$ cat config.mk
export PLATFORM = sky130hd
export DESIGN_NAME = paddle_color_tracker
export DESIGN_NICKNAME = d
export VERILOG_FILES = /design/src/rtl/paddle_color_tracker.sv
export SDC_FILE = /design/constraint.sdc
export NUM_CORES = 1
export LEC_CHECK = 0
export BUFFER_PORTS_ARGS = -buffer_cell sky130_fd_sc_hd__buf_2
export CORE_MARGIN = 1
export CORE_UTILIZATION = 55
export DETAILED_ROUTE_END_ITERATION = 8
export GPL_TIMING_DRIVEN = 0
export PLACE_DENSITY = 0.79
export SYNTH_ARGS = -nofsm -noshare
export SYNTH_HDL_FRONTEND = slang
export SYNTH_SLANG_ARGS = --single-unit
export TNS_END_PERCENT = 50
$ cat constraint.sdc
create_clock -name clk -period 3.8 [get_ports clk]
set_clock_uncertainty 0.15 [all_clocks]
set_input_delay 0.76 -clock clk [delete_from_list [all_inputs] [get_ports clk]]
set_output_delay 0.76 -clock clk [all_outputs]
set_load 0.1 [all_outputs]
$ cat src/rtl/paddle_color_tracker.sv
// Colour-blob tracker: turns the camera pixel stream into paddle geometry (centre, height, width).
// A bounding box of colour-matching pixels is built per frame and published at each vsync fall.
module paddle_color_tracker #(
  parameter int         ROWS       = 480,
  parameter int         COLS       = 640,
  parameter logic [7:0] R_MIN      = 8'd160,
  parameter logic [7:0] G_MAX      = 8'd80,
  parameter logic [7:0] B_MAX      = 8'd80,
  parameter int         MIN_PIXELS = 64,
  parameter int         DEF_ROW    = 240,
  parameter int         DEF_COL    = 320,
  parameter int         DEF_H      = 50,
  parameter int         DEF_W      = 20
) (
  input  logic        clk,
  input  logic        reset_n,
  input  logic        verticalSync,
  input  logic        active,
  input  logic [12:0] row,
  input  logic [12:0] col,
  input  logic [7:0]  i_R,
  input  logic [7:0]  i_G,
  input  logic [7:0]  i_B,
  output logic [12:0] cRow,
  output logic [12:0] cCol,
  output logic [12:0] cH,
  output logic [12:0] cW,
  output logic        found,
  output logic        frameDone
);

  typedef enum logic [1:0] {WAIT, ACCUM, PUBLISH} state_t;

  localparam logic [12:0] MIN_INIT = 13'h1FFF;
  localparam logic [19:0] CNT_MAX  = 20'hFFFFF;

  state_t      state_q, state_d;
  logic [12:0] row_q, col_q;
  logic [7:0]  r_q, g_q, b_q;
  logic        meta_q, sync_q0, sync_q1;
  logic [12:0] min_row_q, min_row_d, max_row_q, max_row_d;
  logic [12:0] min_col_q, min_col_d, max_col_q, max_col_d;
  logic [19:0] count_q, count_d;
  logic [12:0] snap_min_row_q, snap_min_row_d, snap_max_row_q, snap_max_row_d;
  logic [12:0] snap_min_col_q, snap_min_col_d, snap_max_col_q, snap_max_col_d;
  logic [19:0] snap_count_q, snap_count_d;
  logic [12:0] crow_q, crow_d, ccol_q, ccol_d, ch_q, ch_d, cw_q, cw_d;
  logic        found_q, found_d, frame_done_q, frame_done_d;

  logic        new_frame, in_frame, match;
  logic [13:0] row_sum, col_sum;

  // meta_q absorbs metastability; the edge is taken between the two following stages
  assign new_frame = sync_q1 & ~sync_q0;
  assign in_frame  = (row_q < 13'(ROWS)) && (col_q < 13'(COLS));
  assign match     = in_frame && (r_q >= R_MIN) && (g_q <= G_MAX) && (b_q <= B_MAX);
  assign row_sum   = {1'b0, snap_min_row_q} + {1'b0, snap_max_row_q};
  assign col_sum   = {1'b0, snap_min_col_q} + {1'b0, snap_max_col_q};

  always_comb begin
    state_d        = state_q;
    min_row_d      = min_row_q;
    max_row_d      = max_row_q;
    min_col_d      = min_col_q;
    max_col_d      = max_col_q;
    count_d        = count_q;
    snap_min_row_d = snap_min_row_q;
    snap_max_row_d = snap_max_row_q;
    snap_min_col_d = snap_min_col_q;
    snap_max_col_d = snap_max_col_q;
    snap_count_d   = snap_count_q;
    crow_d         = crow_q;
    ccol_d         = ccol_q;
    ch_d           = ch_q;
    cw_d           = cw_q;
    found_d        = found_q;
    frame_done_d   = 1'b0;

    // Snapshot and clear first, so a match on the boundary cycle lands in the new frame
    if (new_frame) begin
      snap_min_row_d = min_row_q;
      snap_max_row_d = max_row_q;
      snap_min_col_d = min_col_q;
      snap_max_col_d = max_col_q;
      snap_count_d   = count_q;
      min_row_d      = MIN_INIT;
      max_row_d      = '0;
      min_col_d      = MIN_INIT;
      max_col_d      = '0;
      count_d        = '0;
    end

    if (match) begin
      if (row_q < min_row_d) min_row_d = row_q;
      if (row_q > max_row_d) max_row_d = row_q;
      if (col_q < min_col_d) min_col_d = col_q;
      if (col_q > max_col_d) max_col_d = col_q;
      if (count_d != CNT_MAX) count_d = count_d + 20'd1;
    end

    case (state_q)
      WAIT:    if (new_frame) state_d = ACCUM;
      ACCUM:   if (new_frame) state_d = PUBLISH;
      PUBLISH: begin
        state_d      = ACCUM;
        frame_done_d = 1'b1;
        if (active) begin
          if (snap_count_q >= 20'(MIN_PIXELS)) begin
            crow_d  = row_sum[13:1];
            ccol_d  = col_sum[13:1];
            ch_d    = snap_max_row_q - snap_min_row_q + 13'd1;
            cw_d    = snap_max_col_q - snap_min_col_q + 13'd1;
            found_d = 1'b1;
          end else begin
            found_d = 1'b0;
          end
        end
      end
      default: state_d = WAIT;
    endcase
  end

  always_ff @(posedge clk or negedge reset_n) begin
    if (!reset_n) begin
      state_q        <= WAIT;
      row_q          <= '0;
      col_q          <= '0;
      r_q            <= '0;
      g_q            <= '0;
      b_q            <= '0;
      meta_q         <= 1'b1;
      sync_q0        <= 1'b1;
      sync_q1        <= 1'b1;
      min_row_q      <= MIN_INIT;
      max_row_q      <= '0;
      min_col_q      <= MIN_INIT;
      max_col_q      <= '0;
      count_q        <= '0;
      snap_min_row_q <= MIN_INIT;
      snap_max_row_q <= '0;
      snap_min_col_q <= MIN_INIT;
      snap_max_col_q <= '0;
      snap_count_q   <= '0;
      crow_q         <= 13'(DEF_ROW);
      ccol_q         <= 13'(DEF_COL);
      ch_q           <= 13'(DEF_H);
      cw_q           <= 13'(DEF_W);
      found_q        <= 1'b0;
      frame_done_q   <= 1'b0;
    end else begin
      state_q        <= state_d;
      row_q          <= row;
      col_q          <= col;
      r_q            <= i_R;
      g_q            <= i_G;
      b_q            <= i_B;
      meta_q         <= verticalSync;
      sync_q0        <= meta_q;
      sync_q1        <= sync_q0;
      min_row_q      <= min_row_d;
      max_row_q      <= max_row_d;
      min_col_q      <= min_col_d;
      max_col_q      <= max_col_d;
      count_q        <= count_d;
      snap_min_row_q <= snap_min_row_d;
      snap_max_row_q <= snap_max_row_d;
      snap_min_col_q <= snap_min_col_d;
      snap_max_col_q <= snap_max_col_d;
      snap_count_q   <= snap_count_d;
      crow_q         <= crow_d;
      ccol_q         <= ccol_d;
      ch_q           <= ch_d;
      cw_q           <= cw_d;
      found_q        <= found_d;
      frame_done_q   <= frame_done_d;
    end
  end

  assign cRow      = crow_q;
  assign cCol      = ccol_q;
  assign cH        = ch_q;
  assign cW        = cw_q;
  assign found     = found_q;
  assign frameDone = frame_done_q;

endmodule

# Word level (Yosys, flattened, before mapping)

Index checks and enable logic that the tools add are counted.

Add/subtract/negate cells: 7
$lt $le $gt $ge: 10
Equality and inequality tests: 5
Mux-type cells: 20
Bitwise operators: 2
Reduce and logical (&&, ||, !) cells: 8

Operators by type and width:

| kind                                                           | number |
|---|---|
| two-way mux 13 bit                                             | 12 |
| two-way mux 20 bit                                             | 3 |
| adder 13 x 13 -> 14 bit                                        | 2 |
| adder 13 x 1 -> 13 bit, second input constant                  | 2 |
| > comparator 13 bit                                            | 2 |
| less-than comparator 13 bit                                    | 2 |
| subtractor 13 bit                                              | 2 |
| adder 20 x 1 -> 20 bit, second input constant                  | 1 |
| >= comparator 20 x 7 -> 1 bit, second input constant           | 1 |
| inequality test 20 bit, second input constant                  | 1 |
| less-or-equal comparator 8 x 7 -> 1 bit, second input constant | 2 |
| less-than comparator 13 x 10 -> 1 bit, second input constant   | 1 |
| less-than comparator 13 x 9 -> 1 bit, second input constant    | 1 |
| >= comparator 8 bit, second input constant                     | 1 |
| one-hot mux 2 bit (3 select lines)                             | 1 |
| logical AND 1 bit                                              | 4 |
| two-way mux 2 bit                                              | 2 |
| inequality test 2 bit, second input constant                   | 2 |
| AND reduction 2 bit                                            | 2 |
| AND reduction 3 bit                                            | 1 |
| equality test 2 x 1 -> 1 bit, second input constant            | 1 |
| equality test 2 bit, second input constant                     | 1 |
| zero test 2 bit                                                | 1 |
| two-way mux 1 bit                                              | 2 |
| 2 further kinds                                                | 2 |

Flip-flop bits (word level): 253
Output and inout bits: 54
Word-level logic and storage cells: 77

# Depth between registers and ports, before layout

Gate-level depths: netlist of the first run.

Depth after elaboration: 6
Mapped depth: 13
Gate-level depth less buffers: 11

# Worst setup path before layout of the first run

OpenSTA, ideal clock, no wires.

Kind: register to register
Start: register sync_q0
End: register max_col_q[2]
Library setup time: 0.079 ns
Arrival: 3.088 ns
Data required time: 3.571 ns
Slack: 0.483 ns
Stages on the path, launching flop included: 14
Period minus slack after synthesis: 3.317 ns
Cells stage by stage: dfstp_2 > nand2b_1 > clkbuf_1 > clkbuf_1 > clkbuf_1 > nand2_1 > ha_1 > and3_1 > o21ai_0 > a2111oi_0 > a211oi_1 > nor2_1 > buf_2 > mux2i_1

Longest elaborated chain between the ends: 6

Ends and longest elaborated chain:

| what                     | RTL line | RTL |
|---|---|---|
| start: declaration       | 40       | `logic meta_q, sync_q0, sync_q1;` |
| start signal: assignment | 158      | `sync_q0 <= meta_q;` |
| NOT 1 bit (*)            | 54       | `assign new_frame = sync_q1 & ~sync_q0;` |
| bitwise AND 1 bit (*)    | 54       |  |
| two-way mux 13 bit (*)   | 80       | `if (new_frame) begin` |
| > comparator 13 bit      | 97       | `if (col_q > max_col_d) max_col_d = col_q;` |
| two-way mux 13 bit       | 97       |  |
| two-way mux 13 bit (*)   | 93       | `if (match) begin` |
| net max_col_d[2]         | 42       | `logic [12:0] min_col_q, min_col_d, max_col_q, max_col_d;` |
| end signal: assignment   | 163      | `max_col_q <= max_col_d;` |
| end: declaration         | 42       |  |

The timed path passes the listed nets; every way through them passes the cells marked *.
A chain may end at the register's enable or synchronous reset.

# Final worst setup path of the first run

Start: register sync_q1
End: register min_row_q[8]

Longest elaborated chain between the ends: 5

Ends and longest elaborated chain:

| what                        | RTL line | RTL |
|---|---|---|
| start: declaration          | 40       |  |
| start signal: assignment    | 159      | `sync_q1 <= sync_q0;` |
| bitwise AND 1 bit (*)       | 54       |  |
| two-way mux 13 bit (*)      | 80       |  |
| less-than comparator 13 bit | 94       | `if (row_q < min_row_d) min_row_d = row_q;` |
| two-way mux 13 bit          | 94       |  |
| two-way mux 13 bit (*)      | 93       |  |
| net min_row_d[8]            | 41       | `logic [12:0] min_row_q, min_row_d, max_row_q, max_row_d;` |
| end signal: assignment      | 160      | `min_row_q <= min_row_d;` |
| end: declaration            | 41       |  |

Marks and branches as above.

==> load_flow_metrics.sql, run 1 <==
INSERT INTO impl_metrics (metric_group, metric, value, unit) VALUES
('critical_path', 'r2r-end', 'min_row_q[8]$_DFF_PN1_', ''),
('timing', 'max_freq', '277', 'MHz'),
('grt', 'globalRouteTotalUtil', '24.6', '%'),
('floorplan', 'initial_core_util', '56.0', '%'),
('min_path', 'hold_endpoint', 'meta_q$_DFF_PN1_', ''),
('cells_and_area', 'finalNonFillerCells', '1712', ''),
('placed_design', 'placed_cells_incl_taps', '1664', ''),
('cells_and_area', 'top_register', 'count_q', ''),
('timing', 'worst-slew-pin-transition', '798', 'ps'),
('placed_design', 'gp_routability_congestion', '0.891', ''),
('critical_path', 'timing.reg2reg.worst_path_depth', '12', ''),
('critical_path', 'slack_of_the_worst_reg_to_reg_path', '180', 'ps'),
('cells_and_area', 'layout-drive-gt1-share', '17.9', '%'),
('pwr', 'power_leakage', '7.53', 'nW'),
('cells_and_area', 'utilization', '64.8', '%'),
('cells_and_area', 'largestRegisters', 'count_q x20, snap_count_q x14', ''),
('grt', 'grt_max_degree', '110', ''),
('timing', 'finalSetupViolCount', '0', ''),
('cells_and_area', 'insertedDiodeCount', '0', ''),
('cells_and_area', 'layout-area-overhead-vs-synth', '15.7', '%'),
('critical_path', 'cp_max_fo', '10', ''),
('timing', 'post-route-min-period', '3620', 'ps'),
('grt', 'first_pass_grt_wire_length', '46900', 'microns'),
('grt', 'grt_antenna_before_repair', '2', ''),
('yosys', 'synth.yosys.seq_area_share', '48.4', '%'),
('yosys', 'synth_warnings', '0', ''),
('status', 'run_status', 'completed', ''),
('timing', 'min_period_over_period', '95.2', '%'),
('clock_network', 'setup_bufs_post_cts', '0', ''),
('critical_path', 'critPathSlowestCell', 'sky130_fd_sc_hd__dfstp_2', ''),
('cells_and_area', 'post-route-cell-area', '0.0147', 'sq mm'),
('floorplan', 'fp_rows', '55', ''),
('critical_path', 'critPathLaunch', 'sync_q1$_DFF_PN1_', ''),
('grt', 'first_global_vias', '9541', ''),
('yosys', 'synth-main-ff-cell', 'sky130_fd_sc_hd__dfrtp_1', ''),
('min_path', 'hold_path_depth', '1', ''),
('drt', 'drtPass1Iterations', '6', ''),
('floorplan', 'fp.dieW', '154', 'microns'),
('critical_path', 'crit-reg2reg-launch', 'sync_q1$_DFF_PN1_', ''),
('yosys', 'post_synth_instance_area', '0.0127', 'sq mm'),
('critical_path', 'worst_path_dominant_cell_family', 'buffers and inverters', ''),
('yosys', 'synth_top_cells_by_area', 'sky130_fd_sc_hd__dfrtp_1, sky130_fd_sc_hd__dfstp_2, sky130_fd_sc_hd__ha_1', ''),
('grt', 'grt-ovfl-total', '0', ''),
('yosys', 'synthArstFlopShare', '100', '%'),
('timing', 'hold-worst-slack', '189', 'ps'),
('drt', 'drt_first_iter_violations', '564', ''),
('drt', 'drt_drc_violations_left', '0', ''),
('critical_path', 'cpPeakStageDelay', '550', 'ps'),
('critical_path', 'cp.buffers_inverters', '4', ''),
('cells_and_area', 'largest_register_ffs', '20', ''),
('clock_network', 'cts_buffers', '26', ''),
('clock_network', 'cts.path.max_buffers', '3', ''),
('yosys', 'synth_top_area_cell', 'sky130_fd_sc_hd__dfrtp_1', ''),
('min_path', 'hold_path_class', 'primary input to flip-flop', ''),
('clock_network', 'clkSlewWorstSetupHoldPaths', '60', 'ps'),
('placed_design', 'dp.final_hpwl', '20900', 'microns'),
('clock_network', 'htree_levels', '1', ''),
('floorplan', 'floorplan_die_area', '0.0237', 'sq mm'),
('placed_design', 'dpl-instance-area', '0.0136', 'sq mm'),
('timing', 'worst_slew_margin_rel', '46.8', '%'),
('yosys', 'synth_nets', '1456', ''),
('pwr', 'power.density', '420', 'mW/mm^2'),
('yosys', 'synth_top_area_share', '34.7', '%'),
('drt', 'num_vias', '9638', ''),
('floorplan', 'pin_count', '108', ''),
('drt', 'drt-total-wl', '28200', 'microns'),
('yosys', 'synth_edf_count', '0', ''),
('floorplan', 'core_area', '0.0226', 'sq mm'),
('clock_network', 'tritoncts', 'built', ''),
('critical_path', 'crit_path_end_kind', 'flip-flop', ''),
('floorplan', 'dieHeight', '154', 'microns');
==> area by class of cell <==
cell class,count,area (sq um)
Timing Repair Buffer,105,586
Tap cell,285,357
Clock buffer,32,744
Fill cell,1743,7970
Multi-Input combinational cell,915,6100
Sequential cell,242,6140
Clock inverter,16,272
Inverter,73,274
Buffer,44,195
==> Yosys cell counts, types with 5 or more instances <==
cell / count
sky130_fd_sc_hd__o21bai_1: 12
sky130_fd_sc_hd__dfstp_2: 66
sky130_fd_sc_hd__a21o_1: 23
sky130_fd_sc_hd__or4_1: 7
sky130_fd_sc_hd__nor2_1: 72
sky130_fd_sc_hd__nand3_1: 34
sky130_fd_sc_hd__nor3_1: 15
sky130_fd_sc_hd__nand2_1: 250
sky130_fd_sc_hd__buf_1: 5
sky130_fd_sc_hd__clkbuf_1: 35
sky130_fd_sc_hd__nor4_1: 9
sky130_fd_sc_hd__ha_1: 123
sky130_fd_sc_hd__o211ai_1: 6
sky130_fd_sc_hd__dfrtp_1: 176
sky130_fd_sc_hd__nand2b_1: 9
sky130_fd_sc_hd__nand4_1: 14
sky130_fd_sc_hd__a221oi_1: 6
sky130_fd_sc_hd__a211oi_1: 11
sky130_fd_sc_hd__xor2_1: 18
sky130_fd_sc_hd__nor2b_1: 16
sky130_fd_sc_hd__inv_1: 72
sky130_fd_sc_hd__xnor2_1: 24
sky130_fd_sc_hd__mux2_2: 5
sky130_fd_sc_hd__o21ai_0: 79
sky130_fd_sc_hd__nor3b_1: 8
sky130_fd_sc_hd__o31ai_1: 7
sky130_fd_sc_hd__a21oi_1: 50
sky130_fd_sc_hd__mux2i_1: 45
sky130_fd_sc_hd__and3_1: 10
==> logic make-up after synthesis <==
logic type | synth area share (%)
buffers and inverters | 3.59
muxes | 4.00
DFF | 48.4
adders and majority gates | 12.8
AOI/OAI and AO/OA | 11.6
xor gates and xnor gates | 2.90
and+or+nand+nor | 16.8
==> layout by cell type (no fill, tap or decap), types with 8 or more instances in the layout <==
cell / count
sky130_fd_sc_hd__nor2_1: 72
sky130_fd_sc_hd__nor4_1: 9
sky130_fd_sc_hd__ha_1: 123
sky130_fd_sc_hd__and3_1: 10
sky130_fd_sc_hd__buf_2: 108
sky130_fd_sc_hd__clkbuf_16: 27
sky130_fd_sc_hd__o21bai_1: 12
sky130_fd_sc_hd__nor3_1: 15
sky130_fd_sc_hd__nand4_1: 14
sky130_fd_sc_hd__mux2i_1: 45
sky130_fd_sc_hd__xnor2_1: 24
sky130_fd_sc_hd__o21ai_0: 79
sky130_fd_sc_hd__a211oi_1: 11
sky130_fd_sc_hd__nor2b_1: 16
sky130_fd_sc_hd__nand2_1: 250
sky130_fd_sc_hd__nand2b_1: 8
sky130_fd_sc_hd__dfrtp_1: 176
sky130_fd_sc_hd__dfstp_2: 66
sky130_fd_sc_hd__a21oi_1: 50
sky130_fd_sc_hd__xor2_1: 18
sky130_fd_sc_hd__nand3_1: 34
sky130_fd_sc_hd__nor3b_1: 8
sky130_fd_sc_hd__clkbuf_1: 25
sky130_fd_sc_hd__a21o_1: 23
sky130_fd_sc_hd__inv_1: 72
==> what timing repair did <==
item,CTS,global route
hold buffers,1,0
gates resized for setup,11,11
endpoints found under the hold margin,37,0
endpoints found under the setup margin,48,41
==> worst max path at each step <==
stage / slack [ps] / endpoint / cells after the start
floorplan: 480 / max_col_q[2]$_DFF_PN0_ / 13
global placement: -2230 / b_q[0]$_DFF_PN0_ / 1
detailed placement: -770 / max_col_q[7]$_DFF_PN0_ / 13
CTS: 6 / min_row_q[8]$_DFF_PN1_ / 12
global route: -7 / max_row_q[10]$_DFF_PN0_ / 12
finish: 180 / min_row_q[8]$_DFF_PN1_ / 12
==> through the flow <==
stage                     total power [W]  TNS, ps  setup slack [ps]
after floorplan                   0.00308        0               483
after global placement            0.00325  -459020             -2230
after detailed placement          0.00327   -20580              -766
after CTS                         0.00620        0              6.49
after global routing              0.00638    -10.7             -7.05
final                             0.00616        0               184
==> where the power goes <==
group | internal (W) | switching [W]
Sequential | 0.00268 | 0.0000512
Combinational | 0.000184 | 0.000329
Clock | 0.00187 | 0.00105
Total | 0.00473 | 0.00143
==> layer usage <==
metal  wire [microns]  up-vias  track usage, %  part of all wire, %
li1                 -     4674               -                    -
met1            12600     4596            32.8                   45
met2            13200      293            41.1                   47
met3             1440       71            3.35                  5.1
met4              974        4            9.05                  3.5
met5               23        -               0                0.082
(Power assumes the default switching activity.)
==> run 2, diff against run 1 <==
clock period = 4.05 ns   (was 3.8 ns; I/O delays follow)
==> load_flow_metrics.sql, run 2 (same netlist as run 1, synthesis figures left out) <==
INSERT INTO impl_metrics (metric_group, metric, value, unit) VALUES
('status', 'run_status', 'completed', ''),
('critical_path', 'required', '4340', 'ps'),
('critical_path', 'crit_path_end_kind', 'flip-flop', ''),
('placed_design', 'placed_cells_incl_taps', '1664', ''),
('floorplan', 'core_area', '0.0226', 'sq mm'),
('clock_network', 'clkSlewWorstSetupHoldPaths', '60', 'ps'),
('floorplan', 'dieHeight', '154', 'microns'),
('drt', 'drt.antenna.violating_nets', '0', ''),
('timing', 'worst-slew-pin-transition', '772', 'ps'),
('cells_and_area', 'layout-area-overhead-vs-synth', '15.5', '%'),
('clock_network', 'htree_levels', '1', ''),
('clock_network', 'cts-root-buf', 'sky130_fd_sc_hd__clkbuf_16', ''),
('critical_path', 'crit_arrival', '4120', 'ps'),
('grt', 'first_global_vias', '9535', ''),
('pwr', 'peakVddDrop', '319', 'uV'),
('critical_path', 'critPathLaunchType', 'flip-flop', ''),
('critical_path', 'worstSetupPathDepth', '12', ''),
('timing', 'accumulated_negative_setup_slack', '0', 'ps'),
('timing', 'max_freq', '261', 'MHz'),
('critical_path', 'cp_max_fo', '10', ''),
('pwr', 'power_leakage', '7.51', 'nW'),
('floorplan', 'pin_count', '108', ''),
('clock_network', 'cts_buffers', '26', ''),
('timing', 'final-max-slew-violation-count', '0', ''),
('critical_path', 'critPathSlowestCell', 'sky130_fd_sc_hd__dfstp_2', ''),
('placed_design', 'dp.final_hpwl', '20900', 'microns'),
('critical_path', 'crit_path_cell_trace', 'nor2b_1, clkbuf_2, clkbuf_1, clkbuf_2, nor2_1, ha_1, o2111a_1, a221oi_1, or3_1, o2111ai_1, buf_2, mux2i_1', ''),
('grt', 'globalRouteTotalUtil', '24.6', '%'),
('grt', 'first_pass_grt_wire_length', '46900', 'microns'),
('timing', 'worst_slew_margin_rel', '48.5', '%'),
('clock_network', 'tritoncts', 'built', ''),
('cells_and_area', 'mostFrequentLayoutCells', 'sky130_fd_sc_hd__nand2_1, sky130_fd_sc_hd__dfrtp_1, sky130_fd_sc_hd__ha_1, sky130_fd_sc_hd__buf_2, sky130_fd_sc_hd__o21ai_0', ''),
('critical_path', 'worst_path_dominant_cell_family', 'buffers and inverters', ''),
('cells_and_area', 'insertedDiodeCount', '0', ''),
('placed_design', 'port_buffers', '102', ''),
('flow_run', 'timing.max_cap.violations', '0', ''),
('cells_and_area', 'top_register', 'count_q', ''),
('pwr', 'power.density', '394', 'mW/mm^2'),
('floorplan', 'floorplan_die_area', '0.0237', 'sq mm'),
('cells_and_area', 'largest_register_ffs', '20', ''),
('placed_design', 'gp_routability_congestion', '0.891', ''),
('grt', 'grt_antenna_before_repair', '2', ''),
('floorplan', 'initial_core_util', '56.0', '%'),
('drt', 'drt_first_iter_violations', '577', ''),
('timing', 'post-route-min-period', '3830', 'ps'),
('critical_path', 'cp.buffers_inverters', '4', ''),
('timing', 'finalSetupViolCount', '0', ''),
('drt', 'drt_drc_violations_left', '0', ''),
('clock_network', 'cts.sinks', '242', ''),
('cells_and_area', 'commonest_non_fill_non_tap_cell_in_the_layout', 'sky130_fd_sc_hd__nand2_1', ''),
('critical_path', 'criticalPathCategory', 'flip-flop to flip-flop', ''),
('drt', 'drtPass1Iterations', '5', ''),
('min_path', 'hold_path_class', 'primary input to async pin', ''),
('critical_path', 'cpPeakStageDelay', '530', 'ps'),
('cells_and_area', 'post_layout_net_count', '1587', ''),
('drt', 'num_vias', '9593', ''),
('grt', 'grt_max_degree', '110', ''),
('clock_network', 'hold_buffers', '0', ''),
('drt', 'drt-total-wl', '28000', 'microns'),
('timing', 'grt_setup_unrepaired', 'false', ''),
('cells_and_area', 'largestRegisters', 'count_q x20, snap_count_q x14', ''),
('floorplan', 'fp_rows', '55', ''),
('timing', 'min_period_over_period', '94.5', '%'),
('grt', 'grt-ovfl-total', '0', ''),
('drt', 'viasPerCell', '5.61', ''),
('critical_path', 'critPathMostFrequentCell', 'sky130_fd_sc_hd__clkbuf_2', ''),
('cells_and_area', 'layout-drive-gt1-share', '17.7', '%'),
('clock_network', 'cts.path.max_buffers', '3', ''),
('timing', 'finalHoldViolations', '0', ''),
('drt', 'route.detailed.wl_per_inst', '16.4', 'microns'),
('floorplan', 'fp.dieW', '154', 'microns'),
('critical_path', 'timing.reg2reg.worst_path_depth', '12', ''),
('clock_network', 'insertion_delay', '540', 'ps'),
('cells_and_area', 'finalNonFillerCells', '1711', '');
-- run 2: power by group --
group / switching (W) / internal, W / total [W]
Clock: 0.000981 / 0.00175 / 0.00273
Combinational: 0.000308 / 0.000171 / 0.000479
Sequential: 0.0000479 / 0.00251 / 0.00256
-- run 2: layer usage --
layer  wire [microns]  GRT usage (%)  share of wire [%]  up-vias
li1                 -              -                  -     4676
met4              922           9.00                3.3        4
met3             1420           3.35                5.1       66
met1            12500           32.8                 45     4555
met2            13100           41.0                 47      292
met5               23              0              0.082        -
-- run 2: timing repair --
action	4_1_cts	5_1_grt
setup buffers	0	0
hold endpoints to repair	0	0
gates cloned	0	0
endpoints found under the setup margin	32	40
resized for setup	5	9
-- run 2: cell type report --
type	instances	area, sq um
fillers	1744	8000
flip-flops and latches	242	6140
multi-input cells	915	6090
clock buffers	32	744
repair buffers	104	576
well taps	285	357
inverters	73	274
clock inverters	16	272
plain buffers	44	190
-- run 2: path summary, 6_finish.rpt --
check / slack [ps] / endpoint / from
min in group clk: 200 / sync_q0$_DFF_PN1_ / meta_q$_DFF_PN1_
worst max register to register: 220 / min_row_q[8]$_DFF_PN1_ / sync_q1$_DFF_PN1_
worst min register to register: 200 / sync_q0$_DFF_PN1_ / meta_q$_DFF_PN1_
worst max-delay path: 220 / min_row_q[8]$_DFF_PN1_ / sync_q1$_DFF_PN1_
worst min-delay path: 20 / cW[5]$_DFFE_PN0P_ / reset_n
max in group asynchronous: 2460 / count_q[14]$_DFF_PN0_ / reset_n
-- run 2: through the flow --
stage	hold slack (ps)	setup WS [ps]	util [%]	power, W	area (sq um)
2_1_floorplan	195	733	-	0.00289	12700
3_5_place_dp	201	-516	60.1	0.00307	13600
4_1_cts	29.4	22.4	64.6	0.00581	14600
3_3_place_gp	196	-2030	59.8	0.00305	13500
5_1_grt	47.6	10.1	64.7	0.00599	14600
6_report	21.5	221	64.7	0.00577	14600
==> run 3, diff against run 2 <==
CORE_MARGIN = 5   (was 1)
clock period = 4.5 ns   (was 4.05 ns; I/O delays follow)
==> load_flow_metrics.sql, run 3 (same netlist as run 1, synthesis figures left out) <==
INSERT INTO impl_metrics (metric_group, metric, value, unit) VALUES
('status', 'run_status', 'completed', ''),
('placed_design', 'gp_routability_congestion', '0.880', ''),
('flow_run', 'timing.max_cap.violations', '0', ''),
('critical_path', 'criticalPathCategory', 'flip-flop to flip-flop', ''),
('pwr', 'p_sw', '0.00117', 'W'),
('clock_network', 'htree_levels', '1', ''),
('grt', 'grt_antenna_before_repair', '0', ''),
('drt', 'num_vias', '9466', ''),
('timing', 'hold-worst-slack', '206', 'ps'),
('floorplan', 'initial_core_util', '56.0', '%'),
('clock_network', 'tritoncts', 'built', ''),
('grt', 'grt_max_degree', '127', ''),
('grt', 'globalRouteTotalUtil', '22.1', '%'),
('pwr', 'power.share.sequential', '46.8', '%'),
('cells_and_area', 'post_layout_net_count', '1588', ''),
('cells_and_area', 'largest_register_ffs', '20', ''),
('timing', 'finalSetupViolCount', '0', ''),
('floorplan', 'core_area', '0.0226', 'sq mm'),
('grt', 'first_pass_grt_wire_length', '47900', 'microns'),
('drt', 'drt.antenna.violating_nets', '0', ''),
('clock_network', 'clkSlewWorstSetupHoldPaths', '50', 'ps'),
('critical_path', 'required', '4790', 'ps'),
('pwr', 'power_leakage', '7.45', 'nW'),
('critical_path', 'crit_path_end_kind', 'flip-flop', ''),
('min_path', 'hold_path_class', 'flip-flop to flip-flop', ''),
('timing', 'grt_setup_unrepaired', 'true', ''),
('timing', 'min_period_over_period', '93.9', '%'),
('clock_network', 'cts-root-buf', 'sky130_fd_sc_hd__clkbuf_16', ''),
('drt', 'drt-total-wl', '28700', 'microns'),
('placed_design', 'dp.final_hpwl', '21300', 'microns'),
('clock_network', 'insertion_delay', '530', 'ps'),
('pwr', 'power.density', '339', 'mW/mm^2'),
('timing', 'worst-slew-pin-transition', '716', 'ps'),
('clock_network', 'cts.sinks', '242', ''),
('drt', 'drtPass1Iterations', '5', ''),
('placed_design', 'dpl-instance-area', '0.0136', 'sq mm'),
('pwr', 'pwr-share-clk', '44.4', '%'),
('critical_path', 'critPathLaunchType', 'flip-flop', ''),
('clock_network', 'cts.path.max_buffers', '3', ''),
('placed_design', 'dp_slack', '-104', 'ps'),
('timing', 'final-max-slew-violation-count', '0', ''),
('floorplan', 'pin_count', '108', ''),
('cells_and_area', 'commonest_non_fill_non_tap_cell_in_the_layout', 'sky130_fd_sc_hd__nand2_1', ''),
('drt', 'viasPerCell', '5.53', ''),
('pwr', 'switching_share_of_total_power', '23.8', '%'),
('clock_network', 'setup_bufs_post_cts', '0', ''),
('clock_network', 'cts_buffers', '27', ''),
('floorplan', 'fp_rows', '55', ''),
('grt', 'first_global_vias', '9531', ''),
('drt', 'route.detailed.wl_per_inst', '16.7', 'microns'),
('cells_and_area', 'layout-drive-gt1-share', '16.7', '%'),
('cells_and_area', 'top_register', 'count_q', ''),
('pwr', 'comb_power_share', '8.8', '%'),
('timing', 'finalHoldViolations', '0', ''),
('critical_path', 'crit_arrival', '4520', 'ps'),
('critical_path', 'cp_max_fo', '10', ''),
('drt', 'drt_first_iter_violations', '744', ''),
('floorplan', 'floorplan_die_area', '0.0262', 'sq mm'),
('cells_and_area', 'largestRegisters', 'count_q x20, snap_count_q x14', ''),
('timing', 'post-route-worst-setup-slack', '273', 'ps'),
('floorplan', 'dieHeight', '162', 'microns'),
('cells_and_area', 'post-route-cell-area', '0.0145', 'sq mm'),
('timing', 'worst_slew_margin_rel', '52.3', '%'),
('cells_and_area', 'mostFrequentLayoutCells', 'sky130_fd_sc_hd__nand2_1, sky130_fd_sc_hd__dfrtp_1, sky130_fd_sc_hd__ha_1, sky130_fd_sc_hd__buf_2, sky130_fd_sc_hd__o21ai_0', ''),
('timing', 'accumulated_negative_setup_slack', '0', 'ps'),
('drt', 'drt_drc_violations_left', '0', ''),
('pwr', 'power.internal', '0.00375', 'W'),
('grt', 'grt-ovfl-total', '0', ''),
('floorplan', 'fp.dieW', '162', 'microns'),
('timing', 'post-route-min-period', '4230', 'ps'),
('timing', 'max_freq', '237', 'MHz'),
('placed_design', 'port_buffers', '102', ''),
('pwr', 'peakVddDrop', '273', 'uV'),
('cells_and_area', 'layout-area-overhead-vs-synth', '14.4', '%');
run 3: cell types whose count changed in the layout (fill, tap and decap cells not counted), sizes merged:
cell and delta:
clkbuf +9, bufinv -5, clkinvlp -5, buf +2, diode +1
run 3: routing by layer:
layer | vias up | GRT usage (%) | part of all wire, %
met5 | - | 0 | 0
met4 | 0 | 5.73 | 2.8
met3 | 53 | 3.50 | 5.6
met2 | 252 | 37.2 | 47
met1 | 4496 | 30.2 | 44
li1 | 4665 | - | -
run 3: final cells by class:
type / instances / area, sq um
flip-flops and latches: 242 / 6140
multi-input cells: 915 / 6090
repair buffers: 104 / 576
well taps: 285 / 357
fillers: 1805 / 8140
plain buffers: 44 / 181
inverters: 73 / 274
clock inverters: 6 / 83.8
diodes: 1 / 2.50
clock buffers: 43 / 806
run 3: critical path, stage by stage, from the launching register on:
cell and delay, ps:
sky130_fd_sc_hd__dfstp_2 530, sky130_fd_sc_hd__nand2b_1 460, sky130_fd_sc_hd__clkbuf_2 350, sky130_fd_sc_hd__buf_1 450, sky130_fd_sc_hd__nand2_1 160, sky130_fd_sc_hd__ha_1 350, sky130_fd_sc_hd__nand3_1 120, sky130_fd_sc_hd__a2111oi_0 500
sky130_fd_sc_hd__a211oi_1 170, sky130_fd_sc_hd__nor2_1 290, sky130_fd_sc_hd__buf_2 370, sky130_fd_sc_hd__mux2i_1 240
run 3: worst paths after layout:
| path | endpoint | slack, ps | depth (start not counted) | from |
|---|---|---|---|---|
| hold reg to reg | sync_q0$_DFF_PN1_ | 210 | 0 | meta_q$_DFF_PN1_ |
| setup reg to reg | max_col_q[2]$_DFF_PN0_ | 270 | 11 | sync_q0$_DFF_PN1_ |
| hold / removal | sync_q0$_DFF_PN1_ | 210 | 0 | meta_q$_DFF_PN1_ |
| max in group asynchronous | cW[4]$_DFFE_PN1P_ | 2960 | 3 | reset_n |
| min in group asynchronous | g_q[1]$_DFF_PN0_ | 280 | 2 | reset_n |
| setup / recovery | max_col_q[2]$_DFF_PN0_ | 270 | 11 | sync_q0$_DFF_PN1_ |
run 3: per-stage QoR:
stage,std cells,util (%),power [W]
3_5_place_dp,1664,60.1,0.00277
3_3_place_gp,1662,59.8,0.00274
4_1_cts,1712,64.0,0.00496
6_report,1713,64.1,0.00492
5_1_grt,1712,64.1,0.00512
2_1_floorplan,1275,-,0.00260
run 3: what timing repair did:
item,CTS,global route
resized for setup,0,6
endpoints found under the setup margin,9,14
cloned,0,0
hold buffers,0,0
run 3: power groups by stage:
stage / Clock, W / Combinational, W / Sequential [W]
6_report: 0.00218 / 0.000431 / 0.00230
3_3_place_gp: 0 / 0.000408 / 0.00234
2_1_floorplan: 0 / 0.000269 / 0.00233
3_5_place_dp: 0 / 0.000426 / 0.00234
5_1_grt: 0.00231 / 0.000490 / 0.00231
4_1_cts: 0.00222 / 0.000434 / 0.00230
